File: src/rtl/riscv_pkg.sv
// riscv_pkg: shared definitions for the RV32M multiply/divide unit.
//   XLEN        - operand/result width (32 only)
//   F3_*        - RV32M funct3 encodings
//   state_e     - muldiv_unit FSM state encoding
package riscv_pkg;

  localparam int XLEN = 32;

  localparam logic [2:0] F3_MUL    = 3'b000;
  localparam logic [2:0] F3_MULH   = 3'b001;
  localparam logic [2:0] F3_MULHSU = 3'b010;
  localparam logic [2:0] F3_MULHU  = 3'b011;
  localparam logic [2:0] F3_DIV    = 3'b100;
  localparam logic [2:0] F3_DIVU   = 3'b101;
  localparam logic [2:0] F3_REM    = 3'b110;
  localparam logic [2:0] F3_REMU   = 3'b111;

  typedef enum logic [1:0] {
    ST_IDLE = 2'd0,
    ST_CALC = 2'd1,
    ST_DONE = 2'd2
  } state_e;

  // funct3[2] separates the divide family from the multiply family
  function automatic logic is_div_op(input logic [2:0] f3);
    return f3[2];
  endfunction

endpackage

File: src/rtl/muldiv_unit_if.sv
// muldiv_unit_if: request / writeback bundle between the register file side
// and the multiply/divide unit.
//   request : in_valid, funct3, read_data1, read_data2, Rd_in, kill
//   response: in_ready, busy, RegWrite, Rd, Write_data
//   modport slave  - the execute unit
//   modport master - the issuing pipeline / register file
interface muldiv_unit_if;
  import riscv_pkg::*;

  logic            in_valid;
  logic            in_ready;
  logic [2:0]      funct3;
  logic [XLEN-1:0] read_data1;
  logic [XLEN-1:0] read_data2;
  logic [4:0]      Rd_in;
  logic            kill;
  logic            busy;
  logic            RegWrite;
  logic [4:0]      Rd;
  logic [XLEN-1:0] Write_data;

  modport slave (
    input  in_valid, funct3, read_data1, read_data2, Rd_in, kill,
    output in_ready, busy, RegWrite, Rd, Write_data
  );

  modport master (
    output in_valid, funct3, read_data1, read_data2, Rd_in, kill,
    input  in_ready, busy, RegWrite, Rd, Write_data
  );

endinterface

File: src/rtl/muldiv_core_iter.sv
// muldiv_core_iter: shared 64-bit accumulator with one shift-add (multiply)
// or one restoring shift-subtract (divide) step per clock on magnitudes.
//   clk, reset  - clock, async active-high reset
//   load_i      - capture operands; acc = {0, opa}
//   step_i      - advance one iteration
//   is_div_i    - operation family captured at load
//   opa_i/opb_i - multiplicand-or-dividend / multiplier-or-divisor magnitudes
//   acc_next_o  - accumulator value after the current step
//                 (multiply: product; divide: {remainder, quotient})
module muldiv_core_iter
  import riscv_pkg::*;
(
  input  logic              clk,
  input  logic              reset,
  input  logic              load_i,
  input  logic              step_i,
  input  logic              is_div_i,
  input  logic [XLEN-1:0]   opa_i,
  input  logic [XLEN-1:0]   opb_i,
  output logic [2*XLEN-1:0] acc_next_o
);

  logic [2*XLEN-1:0] acc_q;
  logic [XLEN-1:0]   opb_q;
  logic              is_div_q;

  logic [XLEN-1:0]   addend;
  logic [XLEN:0]     sum;
  logic [XLEN:0]     shifted;
  logic              ge;
  logic [XLEN-1:0]   diff;

  // One iteration of the selected datapath
  always_comb begin
    // multiply: add multiplier to the high half when the low bit is set,
    // then shift the 65-bit {carry, acc} right by one
    addend  = acc_q[0] ? opb_q : {XLEN{1'b0}};
    sum     = {1'b0, acc_q[2*XLEN-1:XLEN]} + {1'b0, addend};
    // divide: shift the partial remainder left, pulling in the next dividend bit
    shifted = {acc_q[2*XLEN-1:XLEN], acc_q[XLEN-1]};
    ge      = (shifted >= {1'b0, opb_q});
    // when ge holds the true difference is below 2^XLEN, so XLEN bits suffice
    diff    = shifted[XLEN-1:0] - opb_q;
    if (is_div_q) begin
      if (ge) begin
        acc_next_o = {diff, acc_q[XLEN-2:0], 1'b1};
      end else begin
        acc_next_o = {shifted[XLEN-1:0], acc_q[XLEN-2:0], 1'b0};
      end
    end else begin
      acc_next_o = {sum, acc_q[XLEN-1:1]};
    end
  end

  // Operand capture and accumulator update
  always_ff @(posedge clk or posedge reset) begin
    if (reset) begin
      acc_q    <= {(2*XLEN){1'b0}};
      opb_q    <= {XLEN{1'b0}};
      is_div_q <= 1'b0;
    end else if (load_i) begin
      acc_q    <= {{XLEN{1'b0}}, opa_i};
      opb_q    <= opb_i;
      is_div_q <= is_div_i;
    end else if (step_i) begin
      acc_q    <= acc_next_o;
    end else begin
      acc_q    <= acc_q;
    end
  end

endmodule

File: src/rtl/muldiv_unit.sv
// muldiv_unit: iterative RV32M multiply/divide execute unit.
//   clk, reset - clock, async active-high reset
//   bus        - muldiv_unit_if.slave: valid/ready request with funct3,
//                operands and Rd_in, kill flush, busy status and a one-cycle
//                RegWrite/Rd/Write_data writeback pulse.
// Flow: IDLE -accept-> CALC (32 iterations) -> DONE (strobe) -> IDLE.
// Divide-by-zero and signed overflow bypass CALC straight into DONE.
module muldiv_unit
  import riscv_pkg::*;
(
  input  logic         clk,
  input  logic         reset,
  muldiv_unit_if.slave bus
);

  state_e          state_q;
  logic [4:0]      cnt_q;
  logic [2:0]      op_q;
  logic            res_neg_q;
  logic [4:0]      rd_lat_q;
  logic            fired_q;
  logic            busy_q;
  logic            regwrite_q;
  logic [4:0]      rd_q;
  logic [XLEN-1:0] wdata_q;

  logic            accept;
  logic            a_signed, b_signed;
  logic            a_neg, b_neg;
  logic [XLEN-1:0] a_mag, b_mag;
  logic            res_neg;
  logic            div_zero, div_ovf, special;
  logic [XLEN-1:0] special_data;
  logic [2*XLEN-1:0] acc_next;
  logic [2*XLEN-1:0] prod_fix;
  logic [XLEN-1:0] quo_fix, rem_fix;
  logic [XLEN-1:0] result;

  assign bus.in_ready   = (state_q == ST_IDLE) & ~bus.kill;
  assign bus.busy       = busy_q;
  assign bus.RegWrite   = regwrite_q;
  assign bus.Rd         = rd_q;
  assign bus.Write_data = wdata_q;

  assign accept = bus.in_valid & bus.in_ready;

  // Operand signedness per funct3 (MUL low word is sign-agnostic)
  always_comb begin
    a_signed = 1'b0;
    b_signed = 1'b0;
    case (bus.funct3)
      F3_MULH, F3_DIV, F3_REM: begin
        a_signed = 1'b1;
        b_signed = 1'b1;
      end
      F3_MULHSU: begin
        a_signed = 1'b1;
        b_signed = 1'b0;
      end
      default: begin
        a_signed = 1'b0;
        b_signed = 1'b0;
      end
    endcase
  end

  // Magnitudes, result sign and special-case detection at accept
  always_comb begin
    a_neg    = a_signed & bus.read_data1[XLEN-1];
    b_neg    = b_signed & bus.read_data2[XLEN-1];
    a_mag    = a_neg ? ({XLEN{1'b0}} - bus.read_data1) : bus.read_data1;
    b_mag    = b_neg ? ({XLEN{1'b0}} - bus.read_data2) : bus.read_data2;
    // remainder follows the dividend; products and quotients use the XOR
    res_neg  = (bus.funct3[2] & bus.funct3[1]) ? a_neg : (a_neg ^ b_neg);
    div_zero = is_div_op(bus.funct3) & (bus.read_data2 == {XLEN{1'b0}});
    // only signed DIV/REM (funct3[0] == 0) can overflow
    div_ovf  = is_div_op(bus.funct3) & ~bus.funct3[0] &
               (bus.read_data1 == 32'h8000_0000) & (bus.read_data2 == 32'hFFFF_FFFF);
    special  = div_zero | div_ovf;
    if (div_zero) begin
      special_data = bus.funct3[1] ? bus.read_data1 : 32'hFFFF_FFFF;
    end else begin
      special_data = bus.funct3[1] ? 32'h0000_0000 : 32'h8000_0000;
    end
  end

  muldiv_core_iter u_core (
    .clk        (clk),
    .reset      (reset),
    .load_i     (accept & ~special),
    .step_i     (state_q == ST_CALC),
    .is_div_i   (is_div_op(bus.funct3)),
    .opa_i      (a_mag),
    .opb_i      (b_mag),
    .acc_next_o (acc_next)
  );

  // Sign fixup and result selection on the final iteration's value
  always_comb begin
    prod_fix = res_neg_q ? ({(2*XLEN){1'b0}} - acc_next) : acc_next;
    quo_fix  = res_neg_q ? ({XLEN{1'b0}} - acc_next[XLEN-1:0]) : acc_next[XLEN-1:0];
    rem_fix  = res_neg_q ? ({XLEN{1'b0}} - acc_next[2*XLEN-1:XLEN]) : acc_next[2*XLEN-1:XLEN];
    case (op_q)
      F3_MUL:                        result = prod_fix[XLEN-1:0];
      F3_MULH, F3_MULHSU, F3_MULHU:  result = prod_fix[2*XLEN-1:XLEN];
      F3_DIV, F3_DIVU:               result = quo_fix;
      F3_REM, F3_REMU:               result = rem_fix;
      default:                       result = {XLEN{1'b0}};
    endcase
  end

  // Control FSM with registered writeback outputs
  always_ff @(posedge clk or posedge reset) begin
    if (reset) begin
      state_q    <= ST_IDLE;
      cnt_q      <= 5'd0;
      op_q       <= 3'd0;
      res_neg_q  <= 1'b0;
      rd_lat_q   <= 5'd0;
      fired_q    <= 1'b0;
      busy_q     <= 1'b0;
      regwrite_q <= 1'b0;
      rd_q       <= 5'd0;
      wdata_q    <= {XLEN{1'b0}};
    end else begin
      case (state_q)
        ST_IDLE: begin
          regwrite_q <= 1'b0;
          fired_q    <= 1'b0;
          if (accept) begin
            op_q      <= bus.funct3;
            res_neg_q <= res_neg;
            rd_lat_q  <= bus.Rd_in;
            busy_q    <= 1'b1;
            cnt_q     <= 5'd0;
            if (special) begin
              state_q <= ST_DONE;
              wdata_q <= special_data;
              rd_q    <= bus.Rd_in;
            end else begin
              state_q <= ST_CALC;
            end
          end else begin
            state_q <= ST_IDLE;
          end
        end
        ST_CALC: begin
          if (bus.kill) begin
            state_q <= ST_IDLE;
            busy_q  <= 1'b0;
            cnt_q   <= 5'd0;
          end else if (cnt_q == 5'd31) begin
            state_q <= ST_DONE;
            wdata_q <= result;
            rd_q    <= rd_lat_q;
            cnt_q   <= 5'd0;
          end else begin
            cnt_q   <= cnt_q + 5'd1;
          end
        end
        ST_DONE: begin
          // first DONE edge raises the strobe, second drops it and frees the unit
          if (bus.kill) begin
            state_q    <= ST_IDLE;
            busy_q     <= 1'b0;
            regwrite_q <= 1'b0;
            fired_q    <= 1'b0;
          end else if (!fired_q) begin
            regwrite_q <= (rd_q != 5'd0);
            fired_q    <= 1'b1;
          end else begin
            regwrite_q <= 1'b0;
            fired_q    <= 1'b0;
            state_q    <= ST_IDLE;
            busy_q     <= 1'b0;
          end
        end
        default: begin
          state_q    <= ST_IDLE;
          busy_q     <= 1'b0;
          regwrite_q <= 1'b0;
          fired_q    <= 1'b0;
          cnt_q      <= 5'd0;
        end
      endcase
    end
  end

endmodule
File: src/flat_wrapper.sv
// flat-port wrapper written by rule: the top's interface ports become plain ports
module muldiv_unit_flat import riscv_pkg::*;
  (clk, reset, bus_in_valid, bus_funct3, bus_read_data1, bus_read_data2, bus_Rd_in, bus_kill, bus_in_ready, bus_busy, bus_RegWrite, bus_Rd, bus_Write_data);
  muldiv_unit_if bus_i ();
  input  logic clk;
  input  logic reset;
  input wire logic [$bits(bus_i.in_valid)-1:0] bus_in_valid;
  input wire logic [$bits(bus_i.funct3)-1:0] bus_funct3;
  input wire logic [$bits(bus_i.read_data1)-1:0] bus_read_data1;
  input wire logic [$bits(bus_i.read_data2)-1:0] bus_read_data2;
  input wire logic [$bits(bus_i.Rd_in)-1:0] bus_Rd_in;
  input wire logic [$bits(bus_i.kill)-1:0] bus_kill;
  output wire logic [$bits(bus_i.in_ready)-1:0] bus_in_ready;
  output wire logic [$bits(bus_i.busy)-1:0] bus_busy;
  output wire logic [$bits(bus_i.RegWrite)-1:0] bus_RegWrite;
  output wire logic [$bits(bus_i.Rd)-1:0] bus_Rd;
  output wire logic [$bits(bus_i.Write_data)-1:0] bus_Write_data;
  assign bus_i.in_valid = bus_in_valid;
  assign bus_i.funct3 = bus_funct3;
  assign bus_i.read_data1 = bus_read_data1;
  assign bus_i.read_data2 = bus_read_data2;
  assign bus_i.Rd_in = bus_Rd_in;
  assign bus_i.kill = bus_kill;
  assign bus_in_ready = bus_i.in_ready;
  assign bus_busy = bus_i.busy;
  assign bus_RegWrite = bus_i.RegWrite;
  assign bus_Rd = bus_i.Rd;
  assign bus_Write_data = bus_i.Write_data;
  muldiv_unit u_core (.clk(clk), .reset(reset), .bus(bus_i));
endmodule
File: config.mk
export PLATFORM = sky130hd
export DESIGN_NAME = muldiv_unit_flat
export DESIGN_NICKNAME = d
export VERILOG_FILES = /design/src/rtl/riscv_pkg.sv /design/src/rtl/muldiv_unit_if.sv /design/src/rtl/muldiv_core_iter.sv /design/src/rtl/muldiv_unit.sv /design/src/flat_wrapper.sv
export SDC_FILE = /design/constraint.sdc
export NUM_CORES = 1
export LEC_CHECK = 0
export ABC_AREA = 1
export CELL_PAD_IN_SITES_DETAIL_PLACEMENT = 1
export CELL_PAD_IN_SITES_GLOBAL_PLACEMENT = 1
export CORE_MARGIN = 4
export CORE_UTILIZATION = 46
export CTS_CLUSTER_SIZE = 10
export DETAILED_ROUTE_END_ITERATION = 6
export PLACE_DENSITY_LB_ADDON = 0.1
export SKIP_LAST_GASP = 1
export SLEW_MARGIN = 40
export SYNTH_ARGS = -nofsm -noshare
export SYNTH_HDL_FRONTEND = slang
export SYNTH_SLANG_ARGS = --single-unit
File: constraint.sdc
create_clock -name clk -period 9.7 [get_ports clk]
set_input_delay 2.425 -clock clk [delete_from_list [all_inputs] [get_ports clk]]
set_output_delay 2.425 -clock clk [all_outputs]
set_load 0.1 [all_outputs]
==> summary.txt <==
CTS
  • CTS sink cnt: 153
  • Cts hold-fix bufs: 0
  • Clock buffer depth: 2
  • Clock-pin slew on the worst setup and hold paths: 70 ps
  • H-tree depth: 4
  • Post-CTS Setup Inserts: 0
  • Worst-Skew Late Latency: 460 ps
  • Num CTS Buffers: 17
  • Root buffer cell: clkbuf_16
  • TritonCTS clock tree: built
  • Post-CTS sizing: 0

Power
  • P_leak: 9.50 nW
  • Total power: 7.93 mW
  • Peak supply drop: 0.000229 V
  • P per Cell Area: 419 nW/um^2

Placement
  • Hpwl dp: 60.4 mm
  • Gpl congestion: 0.989
  • Placed instance count: 3385
  • Port buffer count: 115
  • Post-DP Area: 18300 um^2
  • Place WS: 3140 ps

Final layout
  • Non-filler cells, final: 3417
  • Fin nets: 3084
  • Area growth syn-to-layout: 11.3%
  • Fraction of layout cells with a size suffix above 1: 6.99%
  • Commonest cells after routing, fill and taps aside: 865 x nand2_1, 389 x inv_1, 305 x nor2_1, 246 x nand3_1, 170 x o21ai_0
  • Final Core Density: 51.9%
  • Antenna Cells: 0
  • Commonest non-fill, non-tap cell in the layout: nand2_1
  • Final Cell Area: 18900 um^2

Timing
  • Fmax: 0.160 GHz
  • RSZ-0062 raised after global routing: no
  • Worst rel slew slack: 45.4%
  • Clock skew: 11.1 ps
  • Final setup fails: 0
  • Tcrit/Tclk final: 64.3%
  • Final WS setup: 3470 ps
  • Final TNS setup: 0 ps
  • Pins Over Slew Limit: 0
  • Worst slew pin tran: 810 ps
  • Post-layout min period: 6230 ps
  • Final Hold Slack: 488 ps
  • Final hold vios: 0

Yosys
  • Share of Yosys cell area claimed by the top area cell type: 22.5%
  • Mapped Cells: 2872
  • Yosys reg bits: 153
  • Synthesized Nets: 3020
  • Ys flop type: dfrtp_1
  • Synth top area cells: dfrtp_1 22%, nand2_1 19%, inv_1 8.6%, nand3_1 7.2%, nor2_1 6.8%
  • Yosys top cell by area: dfrtp_1
  • Synth cell types: 55
  • Post-synthesis async set-or-reset flop share: 100%
  • Synthesized area: 17000 um^2
  • Yosys warns: 0
  • Seq/Total Area, Yosys: 22.5%
  • Post-synth EDFFs: 0
  • Mean post-synth cell area: 5.93 um^2

GRT
  • Vias in the first global route: 20600
  • Initial antenna violation count: 3
  • Grt ovf: 0
  • Pin count of the biggest net entering global routing: 80
  • First-pass GRT wire length: 118 mm
  • All-layer global routing usage: 37.0%

Floorplanning
  • Die width: 200 um
  • Ports: 116
  • Die Ht: 200 um
  • Initial Util: 46.6%
  • Die ar.: 40200 um^2
  • Core footprint: 36500 um^2
  • Num rows: 70

Critical path
  • Worst path bufs/invs: 5
  • Slowest stage delay, CP: 670 ps
  • FF-to-FF path depth: 29
  • Arrival @ worst endpoint: 6600 ps
  • Cell Chain, Critical Path: clkdlybuf4s50_1, inv_1, ha_1, nand3_1, nor3_1, nor3b_1, nand4_1, nor4_1, nand4_1, o21ai_0, nor2_4, inv_1, nand2_1, buf_4, inv_1, nand2_1, o21ai_0
  • Critical Path Sink Type: flop
  • Slowest CP cell: inv_1
  • Most used cell, CP: inv_1
  • Crit Path Max Fanout: 51
  • CP required: 10070 ps
  • R2R Path Start: u_core.u_core.opb_q[28]
  • Number of cells on the critical path: 17
  • CP delay by family, top: simple AND/OR/NAND/NOR gates
  • CP startpoint: bus_read_data1[0]
  • Startpoint Class: input port
  • Setup CP Type: input port to flop

Detailed routing
  • DR pass1 iterations: 7
  • WL/cell: 22.3 um
  • DR iter-0 viols: 1789
  • Vias/cell: 5.97
  • Final wirelength: 76.1 mm
  • Residual DRC: 1
  • Post-DRT Antenna Nets: 0
  • Vias: 20400

Run status
  • Failing checks: design-rule violations
  • Status: finished, violations left

Job
  • Max-Cap Viols: 0

Min path
  • Worst Hold Launch: u_core.rd_lat_q[3]
  • Hold path depth: 2
  • HP Class: flop to flop
-- report_power, final --
part,switching (mW),internal [mW],total (mW)
combinational,4.45,1.55,6.00
sequential,0.290,0.905,1.20
clock,0.318,0.416,0.734
-- flip-flops by register name, indices dropped and copies added, names as in the netlist --
name	count
u_core.u_core.acc_q	64
u_core.cnt_q	5
u_core.bus.Rd	5
u_core.bus.Write_data	32
u_core.u_core.opb_q	32
u_core.rd_lat_q	5
u_core.u_core.is_div_q	1
u_core.fired_q	1
u_core.op_q	3
u_core.bus.RegWrite	1
u_core.state_q	2
u_core.res_neg_q	1
u_core.bus.busy	1
-- final timing paths --
| path | endpoint | slack, ps |
|---|---|---|
| worst max register to register | u_core.bus.Write_data[30] | 3710 |
| max in group asynchronous | u_core.u_core.is_div_q | 5900 |
| worst min register to register | u_core.rd_lat_q[3] | 490 |
| worst max-delay path | u_core.u_core.acc_q[41] | 3470 |
| min in group asynchronous | u_core.cnt_q[3] | 2500 |
| worst min-delay path | u_core.rd_lat_q[3] | 490 |
-- per-layer routing --
layer / vias to the layer above / track usage, % / wire length [um]
li1: 9373 / - / -
met1: 9927 / 50.3 / 32700
met2: 913 / 57.5 / 33000
met3: 168 / 8.05 / 7070
met4: 6 / 14.7 / 3300
met5: - / 0 / 34
-- cell families (layout without fill, tap and decap cells) --
| group | Yosys count | after routing | share of synthesized area (%) |
|---|---|---|---|
| AO/OA/AOI/OAI | 445 | 445 | 14.9 |
| XOR/XNOR | 100 | 100 | 5.14 |
| adder cells (fa/ha/maj) | 72 | 72 | 5.38 |
| buffers and inverters | 493 | 570 | 11.3 |
| flip-flops | 153 | 153 | 22.5 |
| AND/OR/NAND/NOR | 1609 | 1609 | 40.8 |
-- cell usage after synthesis (5+ instances only) --
master,number
o21ai_2,8
o21bai_1,9
o211ai_1,20
dfrtp_1,153
inv_1,390
nand3b_1,19
nor4_2,5
ha_1,70
nand2_2,30
or2_2,14
nor2_4,10
a21oi_1,138
xor2_1,71
o221ai_1,23
nand4_1,35
inv_2,9
clkinv_1,6
nor2_1,307
a31oi_1,6
o21ai_0,170
o21ai_1,20
a21oi_2,7
nand2_1,865
nor2_2,18
xnor2_1,29
nor4_1,9
buf_1,6
buf_2,18
nor3_1,32
nand3_1,246
o22ai_1,27
clkbuf_1,58
-- final cells by class --
| class | count | area, um^2 |
|---|---|---|
| Fill cell | 5201 | 17600 |
| Multi-Input combinational cell | 2226 | 11300 |
| Sequential cell | 153 | 3830 |
| Inverter | 405 | 1530 |
| Timing Repair Buffer | 133 | 1090 |
| Tap cell | 468 | 586 |
| Clock buffer | 20 | 447 |
| Clock inverter | 12 | 163 |
-- worst register-to-register path: cells and delay by family (launching register included) --
kind | cells | cell delay (ps)
AOI/OAI and AO/OA | 3 | 1000
adders and majority gates | 2 | 620
buffers and inverters | 4 | 760
DFF | 1 | 540
and+or+nand+nor | 20 | 3000
(Power assumes the default switching activity.)
